==> config.mk <==
export PLATFORM = sky130hd
export DESIGN_NAME = setup_hold_monitor
export DESIGN_NICKNAME = d
export VERILOG_FILES = /design/src/rtl/setup_hold_monitor.sv
export SDC_FILE = /design/constraint.sdc
export NUM_CORES = 1
export LEC_CHECK = 0
export CORE_UTILIZATION = 35
export DETAILED_ROUTE_END_ITERATION = 10
export GPL_TIMING_DRIVEN = 0
export PLACE_DENSITY = 0.58
export SYNTH_ARGS = -nofsm -noshare
export SYNTH_HDL_FRONTEND = slang
export SYNTH_SLANG_ARGS = --single-unit
==> constraint.sdc <==
create_clock -name clk -period 4.6 [get_ports clk]
set_input_delay 0.46 -clock clk [delete_from_list [all_inputs] [get_ports clk]]
set_output_delay 0.46 -clock clk [all_outputs]
set_load 0.01 [all_outputs]
==> src/rtl/setup_hold_monitor.sv <==
// setup_hold_monitor
//   Watches a data bus and a reference clock (both already synchronous to clk)
//   and reports setup/hold style violations as records on a valid/ready port.
//
//   A setup violation is a data bit that changed fewer than SETUP_CYC cycles
//   before (or in the same cycle as) a reference rising edge. A hold violation
//   is a data bit that changes during the HOLD_CYC cycles that follow a rising
//   edge. Hold checking is compiled in only when the macro
//   SETUP_HOLD_MONITOR_HOLD_CHECK_EN is defined; otherwise no hold records are
//   produced and viol_kind is constant 0.
//
// Ports
//   clk         sampling clock, rising edge
//   rst         synchronous active-high reset
//   enable      monitoring enable (timestamp and detection run only when 1)
//   data_in     monitored data bus [DATA_W]
//   ref_in      monitored reference clock, sampled as data
//   viol_valid  record available
//   viol_ready  consumer accepts the record
//   viol_kind   0 = setup, 1 = hold
//   viol_bits   offending data bits [DATA_W]
//   viol_stamp  timestamp of the detection cycle [CNT_W]
//   viol_count  saturating count of all detected events, dropped ones included
//   overflow    sticky: an event arrived while a record was stalled
//
// Handshake: a record is held stable with viol_valid=1 until a cycle where
// viol_valid and viol_ready are both 1. An event in that same cycle replaces
// the record; an event while stalled (valid=1, ready=0) is dropped.
module setup_hold_monitor #(
  parameter int DATA_W    = 2,
  parameter int SETUP_CYC = 4,
  parameter int HOLD_CYC  = 2,
  parameter int CNT_W     = 16
) (
  input  logic              clk,
  input  logic              rst,
  input  logic              enable,
  input  logic [DATA_W-1:0] data_in,
  input  logic              ref_in,
  output logic              viol_valid,
  input  logic              viol_ready,
  output logic              viol_kind,
  output logic [DATA_W-1:0] viol_bits,
  output logic [CNT_W-1:0]  viol_stamp,
  output logic [CNT_W-1:0]  viol_count,
  output logic              overflow
);

  localparam logic [3:0] SETUP_AGE = 4'(SETUP_CYC);

  // Two sample stages: the first registers the inputs, the second holds the
  // previous sample so changes can be seen between consecutive samples.
  logic [DATA_W-1:0]      d_q, d_qq;
  logic                   r_q, r_qq;
  logic [CNT_W-1:0]       ts;
  logic [DATA_W-1:0][3:0] age;

  logic [DATA_W-1:0] chg;
  logic              rise;
  logic [DATA_W-1:0] setup_bits;
  logic [DATA_W-1:0] hold_bits;
  logic              setup_any, hold_any, evt;
  logic [DATA_W-1:0] evt_bits;
  logic              kind_q;

  assign chg  = d_q ^ d_qq;
  assign rise = r_q & ~r_qq;

  always_ff @(posedge clk) begin
    if (rst) begin
      d_q  <= '0;
      d_qq <= '0;
      r_q  <= 1'b0;
      r_qq <= 1'b0;
      ts   <= '0;
    end else begin
      d_q  <= data_in;
      d_qq <= d_q;
      r_q  <= ref_in;
      r_qq <= r_q;
      if (enable) ts <= ts + 1'b1;
    end
  end

  // Age is 0 in the cycle a change is seen (handled combinationally through
  // chg), so the register holds the age for the following cycle.
  always_ff @(posedge clk) begin
    for (int i = 0; i < DATA_W; i++) begin
      if (rst)                    age[i] <= SETUP_AGE;
      else if (chg[i])            age[i] <= 4'd1;
      else if (age[i] < SETUP_AGE) age[i] <= age[i] + 4'd1;
    end
  end

  always_comb begin
    setup_bits = '0;
    for (int i = 0; i < DATA_W; i++) begin
      setup_bits[i] = rise & (chg[i] | (age[i] < SETUP_AGE));
    end
  end

`ifdef SETUP_HOLD_MONITOR_HOLD_CHECK_EN
  localparam logic [3:0] HOLD_LAST = 4'(HOLD_CYC);

  typedef enum logic {IDLE, HOLD_WIN} state_t;
  state_t     state, state_nxt;
  logic [3:0] hcnt, hcnt_nxt;  // index of the current window cycle, 1-based

  always_ff @(posedge clk) begin
    if (rst) begin
      state <= IDLE;
      hcnt  <= 4'd0;
    end else begin
      state <= state_nxt;
      hcnt  <= hcnt_nxt;
    end
  end

  // A rise inside the window restarts it; changes in that same cycle are
  // reported only as setup against the new edge.
  always_comb begin
    state_nxt = state;
    hcnt_nxt  = hcnt;
    hold_bits = '0;
    if (!enable) begin
      state_nxt = IDLE;
      hcnt_nxt  = 4'd0;
    end else begin
      case (state)
        IDLE: begin
          if (rise) begin
            state_nxt = HOLD_WIN;
            hcnt_nxt  = 4'd1;
          end
        end
        HOLD_WIN: begin
          if (rise) begin
            hcnt_nxt = 4'd1;
          end else begin
            hold_bits = chg;
            if (hcnt == HOLD_LAST) begin
              state_nxt = IDLE;
              hcnt_nxt  = 4'd0;
            end else begin
              hcnt_nxt = hcnt + 4'd1;
            end
          end
        end
        default: begin
          state_nxt = IDLE;
          hcnt_nxt  = 4'd0;
        end
      endcase
    end
  end
`else
  assign hold_bits = '0;
`endif

  assign setup_any = enable & (|setup_bits);
  assign hold_any  = enable & (|hold_bits);
  assign evt       = setup_any | hold_any;
  assign evt_bits  = setup_any ? setup_bits : hold_bits;

  always_ff @(posedge clk) begin
    if (rst) begin
      viol_valid <= 1'b0;
      kind_q     <= 1'b0;
      viol_bits  <= '0;
      viol_stamp <= '0;
      viol_count <= '0;
      overflow   <= 1'b0;
    end else begin
      if (evt) begin
        if (!viol_valid || viol_ready) begin
          viol_valid <= 1'b1;
          kind_q     <= ~setup_any;
          viol_bits  <= evt_bits;
          viol_stamp <= ts;
        end else begin
          overflow <= 1'b1;
        end
        if (viol_count != '1) viol_count <= viol_count + 1'b1;
      end else if (viol_valid && viol_ready) begin
        viol_valid <= 1'b0;
      end
    end
  end

`ifdef SETUP_HOLD_MONITOR_HOLD_CHECK_EN
  assign viol_kind = kind_q;
`else
  assign viol_kind = 1'b0;
`endif

endmodule
==> summary.txt, run 1 <==
Floorplan
  – Die height: 94.6 um
  – Die Footprint: 0.00895 sq mm
  – Core area: 0.00826 sq mm
  – # rows: 33
  – Die width: 94.6 um
  – Starting density of the core: 36.3%
  – I/O Pins: 44

Synthesis
  – Synth cell types: 47
  – Synth Area in Simple Gates: 27.5%
  – Area of the mapped netlist: 0.00300 sq mm
  – Adder-cell share of the synthesized area: 1.67%
  – Synth Flop Type: dfxtp_1
  – Async SR Flop Fraction: 0%
  – Mux cell area share after synthesis: 8.59%
  – Largest family of logic cells by synthesized area: simple AND/OR/NAND/NOR gates
  – Post-synthesis sequential area ratio: 44.0%
  – Post-Syn Instances: 320
  – Yosys synthesis warning count: 0
  – Post-synth EDFFs: 0
  – Syn_nets: 331
  – Area fraction in compound gates after synthesis: 9.67%
  – Avg Cell Area, Syn: 9.38 sq um
  – #FFs+latches synth: 66
  – Synth Area in XOR/XNOR: 4.59%

Timing
  – Setup_tns: 0 ps
  – RSZ-0062 raised after global routing: no
  – Fmax: 490 MHz
  – Fin crit share: 44.4%
  – Hold Vio Cnt, Final: 0
  – Relative slew slack: 49.9%
  – Fin Clk Skew: 7.78 ps
  – Final setup viols: 0
  – Post-layout minimum cycle time: 2040 ps
  – Final Max Slew Viols: 0
  – Worst-Margin Slew: 743 ps

Clocking
  – CTS H-tree lvls: 3
  – Worst-path clk slew: 80 ps
  – CTS Root Buffer Type: clkbuf_8
  – TritonCTS Buffers: 9
  – Post-CTS sizing: 0
  – Cts-stage hold buffer count: 0
  – Clk_lat worst skew: 340 ps
  – Clock sink count: 66
  – Post-CTS setup buffer count: 0
  – CTS tree: built
  – Longest Clk Path Bufs: 2

Worst setup path
  – Crit path arrival time: 2270 ps
  – Setup Crit Path Kind: register to register
  – CP cell instances: nand4_2, o41ai_2, nor3_1, mux2_1
  – Worst endpoint required time: 4830 ps
  – Critical path startpoint category: register
  – Crit. End Element: register
  – Worst path slowest cell: o41ai_2
  – Critical path's largest stage delay: 780 ps
  – CP max FO: 8

Route
  – Vias per cell: 5.06
  – Drt initial violations: 79
  – Wirelength per Cell: 13.6 um
  – Drt pass-1 iters: 4
  – Post-route DRC: 0
  – Via count: 2429
  – Routed Antenna Nets: 0
  – Wirelength, routed: 6520 um

Status
  – Run status: complete, no violations

Flow run
  – Max-cap violations: 0

Placement
  – Hpwl dp: 4540 um
  – Gp weighted congestion: 0.819
  – Placed cell count: 465
  – Port bufs: 40

Finish
  – Fill count: 825
  – Post-Layout Cell Count: 480
  – Antenna diode count: 0
  – Synthesis-to-finish area growth: 25.3%
  – Fin nets: 382
  – Share of cells above drive strength 1: 8.80%

Global routing
  – First-pass GRT wire length: 11100 um
  – Gr usage total: 16.0%
  – Initial antenna violation count: 0
  – Global route overflow: 0
  – Largest net degree at the start of global routing: 12
  – Number of global-route vias before repair: 2297

Hold path
  – Hold Crit Class: register to register

Power
  – Leak: 1.29 nW
  – Power Total: 1.22 mW
  – Cell Pwr Density: 324 mW/mm^2
  – VDD IR-drop max: 128 uV
[per-stage QoR]
stage | hold WS, ps | worst slack [ps] | util [%] | area, sq um
after floorplan | 439 | 2750 | - | 3000
after global placement | 447 | 2190 | 42.8 | 3530
after detailed placement | 456 | 2190 | 42.8 | 3530
after CTS | 464 | 2550 | 45.5 | 3760
after global routing | 492 | 2280 | 45.5 | 3760
final | 466 | 2560 | 45.5 | 3760
[critical path, delay by kind of cell (launching register included)]
family	cells	cell delay, ps
AO/OA/AOI/OAI	1	780
flip-flops	1	480
multiplexers	1	340
AND/OR/NAND/NOR	2	340
[routing by layer]
| layer | up-vias | track usage, % | wire length, um |
|---|---|---|---|
| met1 | 1140 | 20.8 | 3160 |
| met2 | 49 | 25.7 | 3050 |
| met5 | - | 0 | 0 |
| met3 | 6 | 2.98 | 251 |
| met4 | 0 | 7.32 | 62 |
| li1 | 1234 | - | - |
[power breakdown]
part	switching, mW	internal (mW)	total (mW)
registers	0.00877	0.582	0.591
logic	0.0386	0.0303	0.0690
clock network	0.225	0.332	0.557
total	0.272	0.944	1.22
[registers in the layout, indices dropped and copies added, names as in the netlist]
signal and flops:
age 8, d_q 2, d_qq 2, overflow 1, r_q 1, r_qq 1
ts 16, viol_bits 2, viol_count 16, viol_stamp 16, viol_valid 1
[layout make-up]
cell class | instances | area, sq um | area share (%)
multi-input cells | 229 | 1570 | 41.6
flip-flops and latches | 66 | 1320 | 35.2
repair buffers | 40 | 400 | 10.7
clock buffers | 11 | 151 | 4.03
well taps | 105 | 131 | 3.50
plain buffers | 19 | 91.3 | 2.43
clock inverters | 4 | 75.1 | 2.00
inverters | 6 | 22.5 | 0.599
[kinds of logic after synthesis]
logic type,count (synthesis)
adder cells (fa/ha/maj),4
other,1
flip-flops,66
XOR/XNOR,14
AND/OR/NAND/NOR,143
multiplexers,25
buffers and inverters,25
AO/OA/AOI/OAI,42
[cell usage in the layout, fill, tap and decap left out, types with 4 or more instances in the layout]
cell / instances
nor3_1: 9
xor2_1: 7
ha_1: 4
o31ai_1: 9
a21oi_1: 15
mux2_1: 6
nor2_1: 29
clkdlybuf4s50_1: 40
xnor2_1: 5
nand4_1: 8
clkbuf_1: 10
nand2b_1: 33
or4_1: 8
buf_2: 4
inv_1: 6
nor2b_1: 15
mux2i_1: 19
clkbuf_8: 11
nand2_1: 10
nand3_1: 10
dfxtp_1: 66
[Yosys cell counts, types with 7 or more instances]
cell      instances  share of area (%)
xor2_1            7                2.0
nand2_1          10                1.3
a21oi_1          15                2.5
o31ai_1           9                2.3
nand3_1          10                1.7
or4_1             8                2.0
mux2i_1          19                6.3
clkbuf_1         10                1.3
nor3_1            9                1.5
nor2b_1          15                3.1
dfxtp_1          66                 44
nand2b_1         33                6.9
nor2_1           29                3.6
nand4_1           8                1.7
[final timing paths]
check,startpoint,to,slack (ps),cells past startpoint
worst min register to register,age[7],age[7],470,2
worst max register to register,viol_count[3],viol_count[5],2560,4
worst max-delay path,viol_count[3],viol_count[5],2560,4
worst min-delay path,age[7],age[7],470,2
Note: power is estimated with default switching activity, not from simulation.
==> inputs of run 2 (changes only) <==
--- a/config.mk
+++ b/config.mk
@@ -8,7 +8,7 @@
 export CORE_UTILIZATION = 35
 export DETAILED_ROUTE_END_ITERATION = 10
 export GPL_TIMING_DRIVEN = 0
-export PLACE_DENSITY = 0.58
+export PLACE_DENSITY = 0.6
 export SYNTH_ARGS = -nofsm -noshare
 export SYNTH_HDL_FRONTEND = slang
 export SYNTH_SLANG_ARGS = --single-unit
==> constraint.sdc (replaced) <==
create_clock -name clk -period 1.8 [get_ports clk]
set_input_delay 0.18 -clock clk [delete_from_list [all_inputs] [get_ports clk]]
set_output_delay 0.18 -clock clk [all_outputs]
set_load 0.01 [all_outputs]
==> run 2 against run 1 <==
Compared with the run above: clock skew rose by 0.71 ps; non-clock buffer count rose by 9; die area did not move; flip-flop and latch count did not move; register-to-register slack got worse by 2500 ps; cell count rose by 2.1%; first-iteration DRC count rose by 8.9%; combinational power rose to 3.0 times the previous value; wire length rose by 5.6%; cell area rose by 5.4%; utilization rose by 2.4 points; critical path type unchanged.
==> summary.txt, run 2 (synthesis gave the netlist of run 1 again) <==
Clocking
  – Worst-path clk slew: 60 ps
  – Clk_lat worst skew: 340 ps
  – CTS tree: built
  – CTS Root Buffer Type: clkbuf_8
  – TritonCTS Buffers: 9
  – Clock sink count: 66
  – CTS H-tree lvls: 3
  – Cts-stage hold buffer count: 0
  – Longest Clk Path Bufs: 2

Worst setup path
  – Worst path slowest cell: o41ai_4
  – Critical Path Start: viol_count[0]
  – CP cell instances: ha_4, nand4_1, o41ai_4, buf_4, or4_1, a21oi_1
  – Worst endpoint required time: 1990 ps
  – Crit path arrival time: 1960 ps
  – Critical path startpoint category: register
  – Reg-to-reg critical path startpoint: viol_count[0]
  – Crit path to: viol_count[9]
  – Setup Crit Path Kind: register to register
  – Critical path's largest stage delay: 490 ps
  – CP max FO: 5
  – Reg-to-Reg End: viol_count[9]
  – Crit. End Element: register
  – R2R cell count: 6
  – Reg2reg setup slack: 30 ps

Route
  – Wirelength per Cell: 14.0 um
  – Routed Antenna Nets: 0
  – Post-route DRC: 0
  – Wirelength, routed: 6880 um
  – Drt initial violations: 86
  – Vias per cell: 5.08
  – Via count: 2490
  – Drt pass-1 iters: 4

Status
  – Run status: complete, no violations

Placement
  – Port bufs: 40
  – Placed cell count: 465
  – Gp weighted congestion: 0.799
  – Hpwl dp: 4630 um

Hold path
  – Hold path depth: 3
  – Hold Crit Class: input port to register

Power
  – Cell Pwr Density: 725 mW/mm^2
  – Power Total: 2.87 mW
  – Combinational power share: 7.2%
  – Int Pwr: 2.20 mW
  – Net Sw Power: 0.677 mW
  – Sw Share: 23.6%
  – VDD IR-drop max: 292 uV
  – Share of power burned in the clock network: 40.1%
  – Sequential share of power: 52.7%
  – Leak: 1.39 nW

Global routing
  – First-pass GRT wire length: 11100 um
  – Initial antenna violation count: 0
  – Global route overflow: 0
  – Gr usage total: 16.2%
  – Number of global-route vias before repair: 2393
  – Largest net degree at the start of global routing: 11

Timing
  – Relative slew slack: 63.7%
  – RSZ-0062 raised after global routing: yes
  – Post-layout minimum cycle time: 1770 ps
  – Final setup viols: 0
  – Hold Vio Cnt, Final: 0
  – Final Max Slew Viols: 0
  – Setup_tns: 0 ps
  – Fin Clk Skew: 8.48 ps
  – Fin crit share: 98.3%
  – Fmax: 565 MHz
  – Worst-Margin Slew: 544 ps
  – Final hold slack: 204 ps

Finish
  – Share of cells above drive strength 1: 16.6%
  – Largest registers: ts: 16 flops, viol_count: 16 flops, viol_stamp: 16 flops
  – Most common cell after layout, fill and taps aside: dfxtp_1
  – Fin nets: 391
  – Antenna diode count: 0
  – Fill count: 796
  – Synthesis-to-finish area growth: 32.0%
  – Post-Layout Cell Count: 490
  – Most frequent cells in the layout: dfxtp_1, clkdlybuf4s50_1, nand2b_1

Flow run
  – Max-cap violations: 0

Floorplan
  – Die width: 94.6 um
  – Core area: 0.00826 sq mm
  – # rows: 33
  – I/O Pins: 44
  – Die height: 94.6 um
  – Die Footprint: 0.00895 sq mm
  – Starting density of the core: 36.3%
-- run 2: changes by cell type in the layout (fill, tap and decap cells not counted), sizes merged --
cell,delta
bufinv,-2
clkinvlp,-2
buf,+10
clkinv,+2
clkbuf,+2
-- run 2: through the flow --
step,util [%],worst slack [ps],cell area (sq um)
final,48.0,30.8,3960
after global routing,48.0,-30.5,3960
after CTS,46.9,1.31,3870
after detailed placement,42.8,-349,3530
after global placement,42.8,-317,3530
after floorplan,-,18.4,3000
-- run 2: how the worst min path moves through the flow --
stage | start | endpoint | slack (ps)
after floorplan | data_in[0] | d_q[0] | 310
after global placement | age[7] | age[7] | 450
after detailed placement | age[3] | age[3] | 460
after CTS | enable | ts[0] | 190
after global routing | enable | ts[0] | 230
final | enable | ts[0] | 200
-- run 2: power by group through the flow --
stage	registers (mW)	clock network (mW)	logic, mW
final	1.51	1.15	0.208
after global routing	1.51	1.24	0.231
after CTS	1.51	1.18	0.194
after detailed placement	1.54	0	0.179
after global placement	1.54	0	0.177
after floorplan	1.54	0	0.126
-- run 2: timing repair --
action                                  4_1_cts  5_1_grt
endpoints found under the setup margin       27       28
setup buffers                                 6        4
gates resized for setup                      23       19
cloned                                        0        1
pin swaps                                     4        3
-- run 2: cell type report --
| cell class | count | area, sq um | area share [%] |
|---|---|---|---|
| clock buffer | 14 | 173 | 4.36 |
| inverter | 6 | 22.5 | 0.569 |
| sequential | 66 | 1340 | 33.8 |
| multi-input combinational | 229 | 1680 | 42.5 |
| buffer | 17 | 115 | 2.91 |
| tap | 105 | 131 | 3.32 |
| timing repair buffer | 51 | 484 | 12.2 |
| clock inverter | 2 | 10.0 | 0.253 |
-- run 2: worst max-delay path: cells and delay by family, from the launching register on --
family | cells | cell delay [ps]
flops | 1 | 380
simple gates | 2 | 340
buf+inv | 1 | 210
compound gates | 2 | 560
fa+ha+maj | 1 | 150
-- run 2: layer usage --
| layer | track usage [%] | part of all wire [%] | up-vias |
|---|---|---|---|
| li1 | - | - | 1246 |
| met1 | 20.4 | 47 | 1179 |
| met2 | 26.4 | 47 | 54 |
| met3 | 3.30 | 4.1 | 11 |
| met4 | 7.58 | 1.7 | 0 |
| met5 | 0 | 0 | - |
==> inputs of run 3 (changes only) <==
--- a/config.mk
+++ b/config.mk
@@ -8,7 +8,7 @@
 export CORE_UTILIZATION = 35
 export DETAILED_ROUTE_END_ITERATION = 10
 export GPL_TIMING_DRIVEN = 0
-export PLACE_DENSITY = 0.6
+export PLACE_DENSITY_LB_ADDON = 0.1
 export SYNTH_ARGS = -nofsm -noshare
 export SYNTH_HDL_FRONTEND = slang
 export SYNTH_SLANG_ARGS = --single-unit
==> run 3 against run 2 <==
Compared with the run above: utilization up 0.11 points; cell area up 0.22%; cell count up 0.41%; wire length up 1.9%; the flow now finishes with violations (setup timing); largest power group unchanged; total power up 0.66%; sequential share of layout area up 0.083 points; critical endpoint is now viol_count[5].
==> summary.txt, run 3 (synthesis gave the netlist of run 1 again) <==
Worst setup path
  – Setup Crit Path Kind: register to register
  – Reg-to-reg critical path startpoint: viol_count[0]
  – Critical path startpoint category: register
  – Reg-to-Reg End: viol_count[5]
  – Worst endpoint required time: 2040 ps
  – Crit path arrival time: 2090 ps
  – R2R cell count: 6
  – Crit. End Element: register
  – Reg2reg setup slack: -50 ps
  – CP max FO: 4

Power
  – Leak: 1.39 nW
  – Cell Pwr Density: 729 mW/mm^2
  – VDD IR-drop max: 393 uV

Clocking
  – CTS tree: built
  – Worst-path clk slew: 80 ps
  – Clock sink count: 66
  – TritonCTS Buffers: 9
  – Clk_lat worst skew: 350 ps
  – Cts-stage hold buffer count: 0
  – CTS Root Buffer Type: clkbuf_8
  – Longest Clk Path Bufs: 2
  – CTS H-tree lvls: 3

Finish
  – Post-Layout Cell Count: 492
  – Most frequent cells in the layout: dfxtp_1, clkdlybuf4s50_1, nand2b_1
  – Largest registers: ts: 16 flops, viol_count: 16 flops, viol_stamp: 16 flops
  – Synthesis-to-finish area growth: 32.3%
  – Fill count: 807
  – Most common cell after layout, fill and taps aside: dfxtp_1
  – Fin nets: 393
  – Antenna diode count: 0
  – Share of cells above drive strength 1: 17.6%

Global routing
  – Initial antenna violation count: 0
  – Global route overflow: 0
  – Largest net degree at the start of global routing: 11
  – Gr usage total: 16.8%
  – Number of global-route vias before repair: 2348
  – First-pass GRT wire length: 11500 um

Route
  – Wirelength per Cell: 14.3 um
  – Via count: 2495
  – Wirelength, routed: 7010 um
  – Routed Antenna Nets: 0
  – Drt initial violations: 80
  – Vias per cell: 5.07
  – Drt pass-1 iters: 4
  – Post-route DRC: 0

Status
  – Failing checks: setup timing
  – Run status: finished with violations

Placement
  – Placed cell count: 465
  – Gp weighted congestion: 0.758
  – Hpwl dp: 4680 um
  – Placement Setup Slack: -314 ps
  – Port bufs: 40

Floorplan
  – # rows: 33
  – I/O Pins: 44
  – Die width: 94.6 um
  – Starting density of the core: 36.3%
  – Die Footprint: 0.00895 sq mm
  – Core area: 0.00826 sq mm
  – Die height: 94.6 um

Timing
  – Fmax: 540 MHz
  – Setup ws final: -51.0 ps
  – Fin Clk Skew: 15.6 ps
  – Final setup viols: 1
  – Worst-Margin Slew: 550 ps
  – Relative slew slack: 63.4%
  – Hold Vio Cnt, Final: 0
  – Final Max Slew Viols: 0
  – Fin crit share: 103%
  – RSZ-0062 raised after global routing: yes
  – Post-layout minimum cycle time: 1850 ps

Hold path
  – Hold Crit Endpoint: ts[0]
  – Hold_sp: enable
  – Hold Crit Class: input port to register
  – Hold path depth: 3

Flow run
  – Max-cap violations: 0
run 3: cell count changes in the layout (fill, tap and decap cells not counted), sizes merged:
| cell | change |
|---|---|
| buf | +2 |
run 3: worst max-delay path by stage:
stage                   from              to  cells past startpoint
2_1_floorplan  viol_count[3]  viol_count[13]                      4
4_1_cts        viol_count[0]   viol_count[5]                      5
3_3_place_gp             rst           ts[7]                      5
6_report       viol_count[0]   viol_count[5]                      6
3_5_place_dp             rst           ts[7]                      5
5_1_grt        viol_count[0]   viol_count[5]                      6
run 3: metrics by stage:
stage / hold slack [ps] / total power [mW] / utilization (%) / setup TNS [ps] / cell area, sq um
2_1_floorplan: 308 / 1.67 / - / 0 / 3000
3_3_place_gp: 448 / 1.72 / 42.8 / -6320 / 3530
3_5_place_dp: 462 / 1.72 / 42.8 / -6630 / 3530
4_1_cts: 184 / 2.91 / 46.7 / -45.4 / 3860
5_1_grt: 219 / 3.03 / 48.1 / -156 / 3970
6_report: 191 / 2.89 / 48.1 / -51.0 / 3970
run 3: layer usage:
layer  vias to the layer above  global-route usage [%]  wire length (um)
met5                         -                       0                 0
met4                         0                    6.82               114
met3                        13                    4.11               209
met2                        39                    26.6              3290
met1                      1194                    22.0              3390
li1                       1249                       -                 -
run 3: area by class of cell:
cell class,count,area (sq um),share of cell area [%]
Inverter,6,22.5,0.567
Timing Repair Buffer,53,498,12.5
Tap cell,105,131,3.31
Clock inverter,2,10.0,0.252
Buffer,17,100,2.52
Multi-Input combinational cell,229,1690,42.5
Clock buffer,14,173,4.35
Sequential cell,66,1350,33.9
run 3: critical path: stages, from the launching register on:
cell,delay [ps]
dfxtp_4,380
ha_4,140
nand4_1,240
o41ai_4,460
buf_4,190
nor3_2,40
mux2_4,290
run 3: report_power, final:
group | leakage [nW] | switching (mW) | internal (mW)
logic | 0.756 | 0.109 | 0.103
clock network | 0.0965 | 0.559 | 0.611
registers | 0.542 | 0.0259 | 1.48
total | 1.39 | 0.694 | 2.20
run 3: repair_timing:
| action | in CTS | in global routing |
|---|---|---|
| gates resized for setup | 23 | 18 |
| buffers inserted | 5 | 8 |
| pin swaps | 4 | 4 |
| setup endpoints to repair | 28 | 42 |
